### config.mk
export PLATFORM = sky130hd
export DESIGN_NAME = fb_port_arbiter_flat
export DESIGN_NICKNAME = d
export VERILOG_FILES = /design/src/rtl/fb_port_arbiter_if.sv /design/src/rtl/fb_port_arbiter.sv /design/src/flat_wrapper.sv
export SDC_FILE = /design/constraint.sdc
export NUM_CORES = 1
export LEC_CHECK = 0
export BUFFER_PORTS_ARGS = -buffer_cell sky130_fd_sc_hd__buf_2
export CORE_MARGIN = 5
export CORE_UTILIZATION = 50
export CTS_CLUSTER_DIAMETER = 30
export CTS_CLUSTER_SIZE = 30
export DETAILED_ROUTE_END_ITERATION = 12
export GPL_ROUTABILITY_DRIVEN = 0
export GPL_TIMING_DRIVEN = 1
export PLACE_DENSITY_LB_ADDON = 0.15
export SETUP_SLACK_MARGIN = 0.02
export SLEW_MARGIN = 25
export SYNTH_ARGS = -nofsm -noshare
export SYNTH_HDL_FRONTEND = slang
export SYNTH_SLANG_ARGS = --single-unit
export TNS_END_PERCENT = 20
### constraint.sdc
create_clock -name iClk -period 10.19 [get_ports iClk]
set_input_delay 0 -clock iClk [delete_from_list [all_inputs] [get_ports iClk]]
set_output_delay 0 -clock iClk [all_outputs]
set_load 0.02 [all_outputs]
### src/rtl/fb_port_arbiter_if.sv
// ---------------------------------------------------------------------------
// fb_port_arbiter_if
// Bundles every non-clock signal of fb_port_arbiter.
//   LCD read side : iRdReq, iRdAddr  -> oRdData, oRdValid
//   Pixel writer  : iWrValid, iWrAddr, iWrData, iFlush -> oWrReady
//   RAM port      : oRamEn, oRamWe, oRamAddr, oRamWrData <- iRamRdData
//   Status        : oLastWrAddr, oFifoLevel, oWrStarve
// Modport "slave" is the arbiter's view; modport "master" is the view of
// the surrounding system (LCD controller, writer and RAM together).
// ---------------------------------------------------------------------------
interface fb_port_arbiter_if #(
  parameter int AW      = 17,
  parameter int DW      = 16,
  parameter int FIFO_AW = 3
);
  logic               iRdReq;
  logic [AW-1:0]      iRdAddr;
  logic [DW-1:0]      oRdData;
  logic               oRdValid;
  logic               iWrValid;
  logic               oWrReady;
  logic [AW-1:0]      iWrAddr;
  logic [DW-1:0]      iWrData;
  logic               iFlush;
  logic               oRamEn;
  logic               oRamWe;
  logic [AW-1:0]      oRamAddr;
  logic [DW-1:0]      oRamWrData;
  logic [DW-1:0]      iRamRdData;
  logic [AW-1:0]      oLastWrAddr;
  logic [FIFO_AW:0]   oFifoLevel;
  logic               oWrStarve;

  modport slave (
    input  iRdReq, iRdAddr, iWrValid, iWrAddr, iWrData, iFlush, iRamRdData,
    output oRdData, oRdValid, oWrReady, oRamEn, oRamWe, oRamAddr, oRamWrData,
           oLastWrAddr, oFifoLevel, oWrStarve
  );

  modport master (
    output iRdReq, iRdAddr, iWrValid, iWrAddr, iWrData, iFlush, iRamRdData,
    input  oRdData, oRdValid, oWrReady, oRamEn, oRamWe, oRamAddr, oRamWrData,
           oLastWrAddr, oFifoLevel, oWrStarve
  );
endinterface

### src/rtl/fb_port_arbiter.sv
// ---------------------------------------------------------------------------
// fb_port_arbiter
// Shares one single-port, synchronous-read framebuffer RAM between the LCD
// scan-out reader and a pixel writer. Reads always win and have a fixed
// 3-cycle latency; writes queue in a small FIFO and are committed in cycles
// without a read. A starvation flag reports a writer that has been blocked
// for STARVE_LIM consecutive cycles.
// Ports:
//   iClk  - system clock
//   iRsn  - asynchronous active-low reset
//   bus   - fb_port_arbiter_if.slave (reader, writer, RAM and status signals)
// ---------------------------------------------------------------------------
module fb_port_arbiter #(
  parameter int AW         = 17,
  parameter int DW         = 16,
  parameter int FIFO_AW    = 3,
  parameter int STARVE_LIM = 600
) (
  input  logic                 iClk,
  input  logic                 iRsn,
  fb_port_arbiter_if.slave     bus
);

  localparam int DEPTH = 1 << FIFO_AW;
  localparam int CW    = $clog2(STARVE_LIM + 1);

  typedef struct packed {
    logic [AW-1:0] addr;
    logic [DW-1:0] data;
  } entry_t;

  typedef enum logic [1:0] {GNT_IDLE, GNT_READ, GNT_WRITE} grant_e;

  entry_t           fifo_q [DEPTH];
  logic [FIFO_AW:0] wr_ptr_q, wr_ptr_d;
  logic [FIFO_AW:0] rd_ptr_q, rd_ptr_d;
  logic             fifo_empty, fifo_full;
  logic             push, pop;
  entry_t           head;
  grant_e           grant;

  logic             ram_en_q, ram_en_d;
  logic             ram_we_q, ram_we_d;
  logic [AW-1:0]    ram_addr_q, ram_addr_d;
  logic [DW-1:0]    ram_wdata_q, ram_wdata_d;
  logic [AW-1:0]    last_wr_q, last_wr_d;
  logic             rd_pend_q, rd_pend_d;
  logic             rd_valid_q, rd_valid_d;
  logic [DW-1:0]    rd_data_q, rd_data_d;
  logic [CW-1:0]    starve_cnt_q, starve_cnt_d;
  logic             starve_q, starve_d;

  // Pointers carry one extra wrap bit so full and empty are distinguishable.
  assign fifo_empty = (wr_ptr_q == rd_ptr_q);
  assign fifo_full  = (wr_ptr_q[FIFO_AW] != rd_ptr_q[FIFO_AW]) &&
                      (wr_ptr_q[FIFO_AW-1:0] == rd_ptr_q[FIFO_AW-1:0]);
  assign head       = fifo_q[rd_ptr_q[FIFO_AW-1:0]];

  // Gated by the reset pin itself so ready is low throughout reset and
  // follows the fill level as soon as reset is released.
  assign bus.oWrReady = iRsn & ~fifo_full;

  // Reads take the port unconditionally; a flush cycle never pops.
  always_comb begin
    // NOTE: every variable written in an always_comb gets a default first, so no path can infer a latch.
    grant = GNT_IDLE;
    if (bus.iRdReq)                        grant = GNT_READ;
    else if (!fifo_empty && !bus.iFlush)   grant = GNT_WRITE;
  end

  assign pop  = (grant == GNT_WRITE);
  assign push = bus.iWrValid & bus.oWrReady & ~bus.iFlush;

  always_comb begin
    wr_ptr_d = wr_ptr_q;
    rd_ptr_d = rd_ptr_q;
    if (bus.iFlush) begin
      rd_ptr_d = wr_ptr_q;            // drop everything; the same-cycle push is dropped too
    end else begin
      if (push) wr_ptr_d = wr_ptr_q + 1'b1;
      if (pop)  rd_ptr_d = rd_ptr_q + 1'b1;
    end
  end

  // RAM command for the next cycle; address and write data hold when idle.
  always_comb begin
    ram_en_d    = 1'b0;
    ram_we_d    = 1'b0;
    ram_addr_d  = ram_addr_q;
    ram_wdata_d = ram_wdata_q;
    last_wr_d   = last_wr_q;
    unique case (grant)
      GNT_READ: begin
        ram_en_d   = 1'b1;
        ram_addr_d = bus.iRdAddr;
      end
      GNT_WRITE: begin
        ram_en_d    = 1'b1;
        ram_we_d    = 1'b1;
        ram_addr_d  = head.addr;
        ram_wdata_d = head.data;
        last_wr_d   = head.addr;
      end
      default: ;
    endcase
  end

  // Read pipeline: command cycle -> RAM data cycle -> registered output.
  always_comb begin
    rd_pend_d  = ram_en_q & ~ram_we_q;
    rd_valid_d = rd_pend_q;
    rd_data_d  = rd_pend_q ? bus.iRamRdData : rd_data_q;
  end

  always_comb begin
    if (!fifo_empty && !pop && !bus.iFlush)
      starve_cnt_d = (starve_cnt_q == CW'(STARVE_LIM)) ? starve_cnt_q : starve_cnt_q + 1'b1;
    else
      starve_cnt_d = '0;
    starve_d = (starve_cnt_d == CW'(STARVE_LIM));
  end

  // NOTE: FIFO storage has no reset; the pointers alone decide which entries are meaningful.
  always_ff @(posedge iClk) begin
    if (push) fifo_q[wr_ptr_q[FIFO_AW-1:0]] <= {bus.iWrAddr, bus.iWrData};
  end

  // NOTE: sequential state is updated only with non-blocking assignments so every flop samples pre-edge values.
  always_ff @(posedge iClk or negedge iRsn) begin
    if (!iRsn) begin
      wr_ptr_q     <= '0;
      rd_ptr_q     <= '0;
      ram_en_q     <= 1'b0;
      ram_we_q     <= 1'b0;
      ram_addr_q   <= '0;
      ram_wdata_q  <= '0;
      last_wr_q    <= '0;
      rd_pend_q    <= 1'b0;
      rd_valid_q   <= 1'b0;
      rd_data_q    <= '0;
      starve_cnt_q <= '0;
      starve_q     <= 1'b0;
    end else begin
      wr_ptr_q     <= wr_ptr_d;
      rd_ptr_q     <= rd_ptr_d;
      ram_en_q     <= ram_en_d;
      ram_we_q     <= ram_we_d;
      ram_addr_q   <= ram_addr_d;
      ram_wdata_q  <= ram_wdata_d;
      last_wr_q    <= last_wr_d;
      rd_pend_q    <= rd_pend_d;
      rd_valid_q   <= rd_valid_d;
      rd_data_q    <= rd_data_d;
      starve_cnt_q <= starve_cnt_d;
      starve_q     <= starve_d;
    end
  end

  assign bus.oRamEn      = ram_en_q;
  assign bus.oRamWe      = ram_we_q;
  assign bus.oRamAddr    = ram_addr_q;
  assign bus.oRamWrData  = ram_wdata_q;
  assign bus.oLastWrAddr = last_wr_q;
  assign bus.oRdValid    = rd_valid_q;
  assign bus.oRdData     = rd_data_q;
  assign bus.oFifoLevel  = wr_ptr_q - rd_ptr_q;
  assign bus.oWrStarve   = starve_q;

endmodule

### src/flat_wrapper.sv
// flat-port wrapper written by rule: the top's interface ports become plain ports
module fb_port_arbiter_flat 
#(
  parameter int AW         = 17,
  parameter int DW         = 16,
  parameter int FIFO_AW    = 3,
  parameter int STARVE_LIM = 600
)
  (iClk, iRsn, bus_iRdReq, bus_iRdAddr, bus_iWrValid, bus_iWrAddr, bus_iWrData, bus_iFlush, bus_iRamRdData, bus_oRdData, bus_oRdValid, bus_oWrReady, bus_oRamEn, bus_oRamWe, bus_oRamAddr, bus_oRamWrData, bus_oLastWrAddr, bus_oFifoLevel, bus_oWrStarve);
  fb_port_arbiter_if #(.AW(AW), .DW(DW), .FIFO_AW(FIFO_AW)) bus_i ();
  input  logic iClk;
  input  logic iRsn;
  input wire logic [$bits(bus_i.iRdReq)-1:0] bus_iRdReq;
  input wire logic [$bits(bus_i.iRdAddr)-1:0] bus_iRdAddr;
  input wire logic [$bits(bus_i.iWrValid)-1:0] bus_iWrValid;
  input wire logic [$bits(bus_i.iWrAddr)-1:0] bus_iWrAddr;
  input wire logic [$bits(bus_i.iWrData)-1:0] bus_iWrData;
  input wire logic [$bits(bus_i.iFlush)-1:0] bus_iFlush;
  input wire logic [$bits(bus_i.iRamRdData)-1:0] bus_iRamRdData;
  output wire logic [$bits(bus_i.oRdData)-1:0] bus_oRdData;
  output wire logic [$bits(bus_i.oRdValid)-1:0] bus_oRdValid;
  output wire logic [$bits(bus_i.oWrReady)-1:0] bus_oWrReady;
  output wire logic [$bits(bus_i.oRamEn)-1:0] bus_oRamEn;
  output wire logic [$bits(bus_i.oRamWe)-1:0] bus_oRamWe;
  output wire logic [$bits(bus_i.oRamAddr)-1:0] bus_oRamAddr;
  output wire logic [$bits(bus_i.oRamWrData)-1:0] bus_oRamWrData;
  output wire logic [$bits(bus_i.oLastWrAddr)-1:0] bus_oLastWrAddr;
  output wire logic [$bits(bus_i.oFifoLevel)-1:0] bus_oFifoLevel;
  output wire logic [$bits(bus_i.oWrStarve)-1:0] bus_oWrStarve;
  assign bus_i.iRdReq = bus_iRdReq;
  assign bus_i.iRdAddr = bus_iRdAddr;
  assign bus_i.iWrValid = bus_iWrValid;
  assign bus_i.iWrAddr = bus_iWrAddr;
  assign bus_i.iWrData = bus_iWrData;
  assign bus_i.iFlush = bus_iFlush;
  assign bus_i.iRamRdData = bus_iRamRdData;
  assign bus_oRdData = bus_i.oRdData;
  assign bus_oRdValid = bus_i.oRdValid;
  assign bus_oWrReady = bus_i.oWrReady;
  assign bus_oRamEn = bus_i.oRamEn;
  assign bus_oRamWe = bus_i.oRamWe;
  assign bus_oRamAddr = bus_i.oRamAddr;
  assign bus_oRamWrData = bus_i.oRamWrData;
  assign bus_oLastWrAddr = bus_i.oLastWrAddr;
  assign bus_oFifoLevel = bus_i.oFifoLevel;
  assign bus_oWrStarve = bus_i.oWrStarve;
  fb_port_arbiter #(.AW(AW), .DW(DW), .FIFO_AW(FIFO_AW), .STARVE_LIM(STARVE_LIM)) u_core (.iClk(iClk), .iRsn(iRsn), .bus(bus_i));
endmodule
==> results of run 1 <==
==> worst paths after layout <==
| path | startpoint | to | slack (ps) | cells past startpoint |
|---|---|---|---|---|
| min | iRsn | u_core.bus.oRdData[6] | 20 | 2 |
| min reg2reg | u_core.bus.oRamWe | u_core.rd_pend_q | 420 | 1 |
| max in group asynchronous | iRsn | u_core.bus.oLastWrAddr[14] | 9140 | 3 |
| max reg2reg | u_core.rd_ptr_q[2] | u_core.fifo_q[2][12] | 5390 | 7 |
| max | u_core.rd_ptr_q[2] | u_core.fifo_q[2][12] | 5390 | 7 |
| min in group iClk | bus_iWrValid | u_core.wr_ptr_q[2] | 60 | 4 |
==> where the power goes <==
group | total [uW] | switching [uW] | leakage, uW | internal, uW
logic | 1350 | 796 | 0.00230 | 552
clock network | 2260 | 733 | 0.00114 | 1530
registers | 1890 | 163 | 0.00345 | 1730
==> worst max-delay path: stages (launching register included) <==
cell,delay (ps)
dfrtp_1,870
clkinv_1,720
ha_1,560
and3_1,330
a21boi_0,310
nand2_1,280
nor3_2,890
buf_4,480
==> timing repair <==
item                                   in CTS  in global routing
hold buffers                               68                  0
endpoints found under the hold margin     346                  0
setup endpoints to repair                   0                  0
==> cell families after synthesis <==
logic type               after synthesis
flip-flops                           353
adder cells (fa/ha/maj)                8
multiplexers                         118
XOR/XNOR                              17
AO/OA/AOI/OAI                        129
AND/OR/NAND/NOR                      178
buffers and inverters                 60
==> final cells by class <==
type	instances	area [um2]
Sequential cell	353	10200
Fill cell	1952	9440
Multi-Input combinational cell	450	3650
Clock buffer	88	1900
Timing Repair Buffer	230	1560
Clock inverter	43	487
Tap cell	378	473
Inverter	11	41.3
==> stage by stage <==
step / setup slack, ps / instance area (um2) / util [%] / hold slack [ps]
after floorplan: 3780 / 14000 / - / -296
after global placement: 5530 / 15200 / 54.7 / 69.0
after detailed placement: 5320 / 15200 / 54.7 / 64.1
after CTS: 5330 / 18200 / 65.8 / 24.7
after global routing: 5020 / 18300 / 65.9 / 50.2
final: 5390 / 18300 / 65.9 / 20.7
==> layout by cell type (no fill, tap or decap), types with 23 or more instances in the layout <==
cell           netlist  layout
a21oi_1             24      24
buf_2               14     144
clkbuf_16            0      73
dfrtp_1             89      87
dlygate4sd3_1        0      68
edfxtp_1           264     264
mux2_2              51      51
mux2i_1             35      35
mux4_2              32      32
nand2_1             77      77
nand3_1             24      24
nor2_1              45      41
o21ai_0             23      23
==> per-layer routing <==
| metal | vias to the layer above | track usage [%] | routed length [um] |
|---|---|---|---|
| li1 | 3859 | - | - |
| met1 | 4109 | 27.7 | 13600 |
| met2 | 207 | 32.1 | 15000 |
| met3 | 56 | 4.07 | 1570 |
| met4 | 0 | 6.96 | 720 |
| met5 | - | 0 | 0 |
==> sequential cells by signal, indices dropped and copies added, names as in the netlist <==
name,flops
u_core.wr_ptr_q,4
u_core.bus.oRamEn,1
u_core.bus.oRamAddr,17
u_core.fifo_q,264
u_core.bus.oRamWrData,16
u_core.rd_pend_q,1
u_core.bus.oLastWrAddr,17
u_core.bus.oRamWe,1
u_core.bus.oWrStarve,1
u_core.rd_ptr_q,4
u_core.bus.oRdData,16
u_core.starve_cnt_q,10
u_core.bus.oRdValid,1
==> qor.yml, run 1 <==
outcome: "complete, no violations"
worstPathArrival_ps: 4990
remaining_drc_errors: 0
cts-root-buf: "clkbuf_16"
crit_fanout: 23
post_cts_resized: 0
hold_violations: 0
cts_tree: "done"
critPathLaunchType: "flip-flop"
rsz0062_at_grt: "no"
cts_buffers: 72
syn_area_um2: 14000
syn_to_final_growth_pct: 30.2
hold_class: "input pin to asynchronous set/reset pin"
dr.pass1.iters: 5
ir_drop_mv: 0.220
slew_headroom_pct: 30.4
fp.dieW_um: 177
synth_edf_count: 264
nets: 1197
core_area_um2: 27700
synth_top_area_cell: "edfxtp_1"
power_leakage_uw: 0.00688
tightest_slew_ps: 1040
setup_violations: 0
grt-ovfl-total: 0
yosys_register_bits: 353
synthXorXnorAreaFrac_pct: 1.12
fin_crit_sh_pct: 47.1
period_minus_slack_ps: 4800
skew_ps: 28.8
dpl.hpwl_um: 18100
max_freq_mhz: 208
yosysUniqueCellTypes: 52
wl_per_cell_um: 19.9
synth-adder-area-share_pct: 0.767
initial_core_util_pct: 50.6
drt_iter0_markers: 492
dp_cells: 1353
synth.avg_cell_area_um2: 16.3
grt_pass1_vias: 8643
powerDensity_nw_per_um2: 301
yosysMostFrequentCell: "edfxtp_1"
async_flop_share_pct: 25.2
num_antenna_cells: 0
syn_nets: 942
synth_ff_type: "edfxtp_1"
drv_slew: 0
synthSimpleGateAreaFrac_pct: 5.59
num_vias: 8231
boundaryPins: 146
synth_commonest_cells: "edfxtp_1 (264), dfrtp_1 (89), nand2_1 (77)"
row_count: 61
clockBufferDepth: 3
syn_inst: 863
avgViaCountPerCell: 5.30
dieArea_um2: 31500
netlist_top_cells_area: "edfxtp_1 (57%), dfrtp_1 (16%), mux4_2 (5.1%)"
fin_cells: 1553
synth-compound-area-share_pct: 6.33
grt_pass1_wl_um: 49000
numPortBuffers: 145
worst_ep_required_time_ps: 10390
grt.total_usage_pct: 20.1
synth-seq-area-share_pct: 72.4
clock_latency_ps: 550
wl_um: 30900
clock-sinks: 353
h-tree-depth: 3
fp.dieH_um: 177
path_class: "flip-flop to flip-flop"
grt_antenna_before_repair: 0
critPathCaptureType: "flip-flop"
antenna_left: 0
drive_above_1_share_pct: 32.1
clk_pin_slew_ps: 50
cap_violations: 0
cts_setup_buffers: 0
synth_warnings: 0
power.total_uw: 5510
synth_top_area_share_pct: 56.5
finalSetupTns_ps: 0
synth_top_family_by_area: "multiplexers"
synth_mux_area_share_pct: 11.7
grt_max_degree: 71
Power figures use the tool's default switching activity.
==> inputs of run 2 (changes only) <==
--- a/config.mk
+++ b/config.mk
@@ -5,6 +5,7 @@
 export SDC_FILE = /design/constraint.sdc
 export NUM_CORES = 1
 export LEC_CHECK = 0
+export ABC_AREA = 1
 export BUFFER_PORTS_ARGS = -buffer_cell sky130_fd_sc_hd__buf_2
 export CORE_MARGIN = 5
 export CORE_UTILIZATION = 50
==> constraint.sdc (replaced) <==
create_clock -name iClk -period 4.4 [get_ports iClk]
set_input_delay 0 -clock iClk [delete_from_list [all_inputs] [get_ports iClk]]
set_output_delay 0 -clock iClk [all_outputs]
set_load 0.02 [all_outputs]
==> run 2 against run 1 <==
Global-route usage grew 1.4 points; non-clock buffer count grew 8; synthesized cell count up 27%; sequential share of layout area grew 0.51 points; worst setup slack worse by 4000 ps; final cell count increased by 14%; sequential power increased by 120%; combinational power is 110% higher; largest cell class unchanged.
==> qor.yml, run 2 <==
hold_class: "input pin to flip-flop"
cts_tree: "done"
netlist_top_cells_area: "edfxtp_1 (57%), dfrtp_1 (16%), o21ai_0 (5.0%)"
avgViaCountPerCell: 5.32
clk_pin_slew_ps: 50
syn_area_um2: 13900
dpl.hpwl_um: 18800
synth_edf_count: 264
synth_ff_type: "edfxtp_1"
p_int_uw: 8290
synth.avg_cell_area_um2: 12.7
outcome: "complete, no violations"
mostFrequentLayoutCell: "edfxtp_1"
largest_reg_flops: 264
critPathCaptureType: "flip-flop"
syn_to_final_growth_pct: 30.3
fp.dieH_um: 177
wl_per_cell_um: 18.9
initial_core_util_pct: 50.3
grt-ovfl-total: 0
synth-seq-area-share_pct: 73.1
grt_pass1_wl_um: 52600
period_minus_slack_ps: 3000
fp.dieW_um: 177
numPortBuffers: 145
grt_pass1_vias: 9614
synth_top_area_cell: "edfxtp_1"
grt_max_degree: 87
yosysMostFrequentCell: "edfxtp_1"
cpMostUsedCell: "nand2_1"
num_vias: 9428
cts_hold_buf: 74
dr.pass1.iters: 5
synth_top_area_share_pct: 57.1
cts_buffers: 67
timing.final.ws_setup_ps: 1400
comb_power_share_pct: 23.5
drt_iter0_markers: 694
crit_fanout: 20
slowest_delay_ps: 550
critPathSlowestCell: "nor2_4"
clockBufferDepth: 3
yosys_register_bits: 353
grt_antenna_before_repair: 0
worst_ep_required_time_ps: 4630
cp_top_family: "simple AND/OR/NAND/NOR gates"
setup_violations: 0
fin_crit_sh_pct: 68.1
synth_warnings: 0
h-tree-depth: 3
final_cell_mix: "edfxtp_1 (264), nand2_1 (144), buf_2 (144)"
skew_ps: 19.7
power.total_uw: 12300
drive_above_1_share_pct: 23.0
async_flop_share_pct: 25.2
switching_share_pct: 32.4
critPathBufInv: 3
syn_inst: 1093
powerDensity_nw_per_um2: 677
synth_commonest_cells: "edfxtp_1 (264), nand2_1 (144), nor2_1 (142)"
remaining_drc_errors: 0
power_leakage_uw: 0.00704
yosysUniqueCellTypes: 32
rrSetupSlack_ps: 1400
finalSetupTns_ps: 0
syn_nets: 1172
wl_um: 33500
cts-root-buf: "clkbuf_16"
cap_violations: 0
slew_headroom_pct: 37.0
clock_latency_ps: 550
switching_power_uw: 3970
boundaryPins: 146
final_core_util_pct: 65.5
final.fill_count: 2053
regArea_um2: 10200
drv_slew: 0
ir_drop_mv: 0.401
row_count: 61
antenna_left: 0
path_cells: "inv_1 > buf_4 > ha_1 > nand2_1 > nor2_2 > nand3_1 > nand2_1 > nor2_4 > nand2_1 > nor2_4 > buf_4"
critPathLaunchType: "flip-flop"
clock-sinks: 353
dieArea_um2: 31200
grt.total_usage_pct: 21.5
fin_cells: 1771
worstPathArrival_ps: 3220
clkPwrFrac_pct: 42.4
post_cts_resized: 0
tightest_slew_ps: 944
path_class: "flip-flop to flip-flop"
core_area_um2: 27600
num_antenna_cells: 0
seq_power_share_pct: 34.1
rsz0062_at_grt: "no"
nets: 1417
max_freq_mhz: 334
dp_cells: 1573
cts_setup_buffers: 0
post-place-ws_ps: 1380
hold_violations: 0
multiInputGateArea_um2: 3280
[run 2: changes by cell type after synthesis, sizes merged, moves of 32 or more]
cell and change:
o21ai +114, mux4 -32, mux2 -35, o221ai +32, inv +41, mux2i -35
nand2 +71, nor2 +101
[run 2: through the flow]
stage	area, um2	hold slack, ps
finish	18100	26.9
global route	18100	34.0
CTS	18100	8.15
detailed placement	15000	7.31
global placement	15000	-4.41
floorplan	13900	-296
[run 2: final timing paths]
path	start	to	cells after the start
max in group asynchronous	iRsn	u_core.rd_ptr_q[0]	4
setup reg to reg	u_core.rd_ptr_q[2]	u_core.fifo_q[2][7]	11
setup / recovery	u_core.rd_ptr_q[2]	u_core.fifo_q[2][7]	11
hold / removal	bus_iRdReq	u_core.starve_cnt_q[2]	3
hold reg to reg	u_core.bus.oRamWe	u_core.rd_pend_q	1
min in group asynchronous	iRsn	u_core.bus.oRamWrData[11]	4
[run 2: kinds of logic (layout without fill, tap and decap cells)]
logic type | Yosys count | after routing | synth area share, %
DFF | 353 | 353 | 73.1
and+or+nand+nor | 351 | 351 | 10.4
AOI/OAI and AO/OA | 244 | 244 | 10.2
buffers and inverters | 114 | 414 | 3.76
muxes | 16 | 16 | 1.30
adders and majority gates | 8 | 8 | 0.774
xor gates and xnor gates | 7 | 7 | 0.441
[run 2: worst reg2reg max path, stage by stage, from the launching register on]
cell	delay (ps)
dfrtp_1	370
inv_1	50
buf_4	260
ha_1	320
nand2_1	110
nor2_2	50
nand3_1	60
nand2_1	110
nor2_4	130
nand2_1	260
nor2_4	560
buf_4	380
[run 2: area by class of cell]
cell class	instances	area share, %
clock buffers	75	9.70
flip-flops and latches	353	56.1
clock inverters	49	3.28
multi-input cells	626	18.1
repair buffers	238	9.10
well taps	378	2.61
inverters	52	1.09
[run 2: layer usage]
layer	share of wire [%]	wire, um	GRT usage [%]	vias up
met5	0	0	0	-
met4	1.4	454	5.83	0
met3	7.0	2360	4.79	43
met2	48	16000	35.9	334
met1	44	14700	28.8	4592
li1	-	-	-	4459
[run 2: power groups by stage]
stage	Sequential [uW]	Combinational, uW	Clock, uW
after floorplan	4520	1590	0
after detailed placement	4230	2840	0
after global routing	4220	3180	5440
after CTS	4180	2900	5270
final	4180	2890	5190
after global placement	4230	2800	0
==> inputs of run 3 (changes only) <==
==> constraint.sdc (replaced) <==
create_clock -name iClk -period 2.74 [get_ports iClk]
set_input_delay 0 -clock iClk [delete_from_list [all_inputs] [get_ports iClk]]
set_output_delay 0 -clock iClk [all_outputs]
set_load 0.02 [all_outputs]
==> run 3 against run 2 <==
Final cell count increased by 1.0%; core utilization increased by 1.1 points; critical path depth decreased by 1; fmax increased by 26%; power increased by 65%; global-route usage decreased by 0.11 points; sequential share of layout area decreased by 0.93 points; first-iteration DRC count increased by 32%; combinational power increased by 68%; wire length decreased by 0.26%; non-clock buffer count increased by 9; design area increased by 1.7%; largest power group unchanged; highest routed layer unchanged.
==> qor.yml, run 3 (synthesized netlist as in run 2, its figures left out) <==
fp.dieH_um: 177
hold_violations: 0
power_leakage_uw: 0.00719
grt_pass1_wl_um: 52400
hold_class: "input pin to asynchronous set/reset pin"
worstPathArrival_ps: 2580
cap_violations: 0
tightest_slew_ps: 858
period_minus_slack_ps: 2370
cts_tree: "done"
avgViaCountPerCell: 5.34
wl_um: 33400
final_cell_mix: "edfxtp_1 (264), buf_2 (144), nand2_1 (140)"
clockBufferDepth: 3
grt-ovfl-total: 0
path_cells: "inv_1 > ha_1 > inv_1 > nor2_2 > nand3_1 > nand2_2 > nor2_4 > nand2_4 > nor3_4 > buf_4"
drv_slew: 0
cts_setup_buffers: 0
row_count: 61
drt_iter0_markers: 916
power.total_uw: 20200
crit_fanout: 17
ir_drop_mv: 0.520
max_freq_mhz: 421
grt_max_degree: 150
critPathCaptureType: "flip-flop"
dr.pass1.iters: 5
largest_reg_flops: 264
timing.final.ws_setup_ps: 367
post-place-ws_ps: 403
syn_to_final_growth_pct: 32.5
mostFrequentLayoutCell: "edfxtp_1"
setup_violations: 0
wl_per_cell_um: 18.7
num_antenna_cells: 0
drive_above_1_share_pct: 24.0
powerDensity_nw_per_um2: 1100
antenna_left: 0
nets: 1431
outcome: "complete, no violations"
slew_headroom_pct: 42.7
fp.dieW_um: 177
cts-root-buf: "clkbuf_16"
critPathLaunchType: "flip-flop"
worst_ep_required_time_ps: 2940
dpl.hpwl_um: 19100
path_class: "flip-flop to flip-flop"
critPathSlowestCell: "dfrtp_1"
initial_core_util_pct: 50.3
post_cts_resized: 0
slowest_delay_ps: 440
cts_buffers: 72
clock_latency_ps: 560
core_area_um2: 27600
fin_crit_sh_pct: 86.6
grt.total_usage_pct: 21.4
dieArea_um2: 31200
cts_hold_buf: 73
clk_pin_slew_ps: 50
grt_antenna_before_repair: 0
numPortBuffers: 145
clock-sinks: 353
skew_ps: 24.7
cpMostUsedCell: "inv_1"
boundaryPins: 146
remaining_drc_errors: 0
final_core_util_pct: 66.6
rsz0062_at_grt: "no"
hold_ws_ps: 133
grt_pass1_vias: 9510
num_vias: 9550
h-tree-depth: 3
==> run 3: cell count changes in the layout (fill, tap and decap cells not counted), sizes merged <==
cell	change
clkinv	+6
buf	+9
clkbuf	+11
inv	-2
bufinv	-1
clkinvlp	-5
==> run 3: critical path: cells and delay by family (launching register included) <==
kind                     cells  cell delay, ps
AND/OR/NAND/NOR              6             780
flip-flops                   1             440
buffers and inverters        3             520
adder cells (fa/ha/maj)      1             280
==> run 3: worst paths after layout <==
path / start / endpoint / slack, ps / cells past startpoint
worst min register to register: u_core.bus.oRamWe / u_core.rd_pend_q / 430 / 1
min in group iClk: bus_iRamRdData[15] / u_core.bus.oRdData[15] / 220 / 3
max in group asynchronous: iRsn / u_core.bus.oLastWrAddr[11] / 1520 / 4
worst min-delay path: iRsn / u_core.bus.oRamWe / 130 / 3
worst max-delay path: u_core.wr_ptr_q[0] / u_core.fifo_q[4][3] / 370 / 10
worst max register to register: u_core.wr_ptr_q[0] / u_core.fifo_q[4][3] / 370 / 10
==> run 3: per-layer routing <==
metal	track usage [%]	routed length, um
met5	0	0
met3	5.06	2360
met2	33.7	15500
met1	30.6	15100
met4	5.19	531
==> run 3: power by group <==
| group | internal, uW | total [uW] | switching, uW |
|---|---|---|---|
| Combinational | 1540 | 4860 | 3320 |
| Clock | 5740 | 8600 | 2860 |
| Sequential | 6400 | 6740 | 341 |
| Total | 13700 | 20200 | 6520 |
==> run 3: cell type report <==
type,instances,area (um2)
inverters,52,201
clock buffers,86,1930
multi-input cells,626,3330
clock inverters,47,528
flip-flops and latches,353,10200
repair buffers,247,1790
fillers,1980,9220
well taps,378,473
==> run 3: stage by stage <==
stage | instances | cell area [um2] | TNS [ps]
2_1_floorplan | 1093 | 14000 | -5950
3_3_place_gp | 1583 | 15200 | 0
3_5_place_dp | 1583 | 15200 | 0
4_1_cts | 1789 | 18400 | 0
5_1_grt | 1789 | 18400 | 0
6_report | 1789 | 18400 | 0
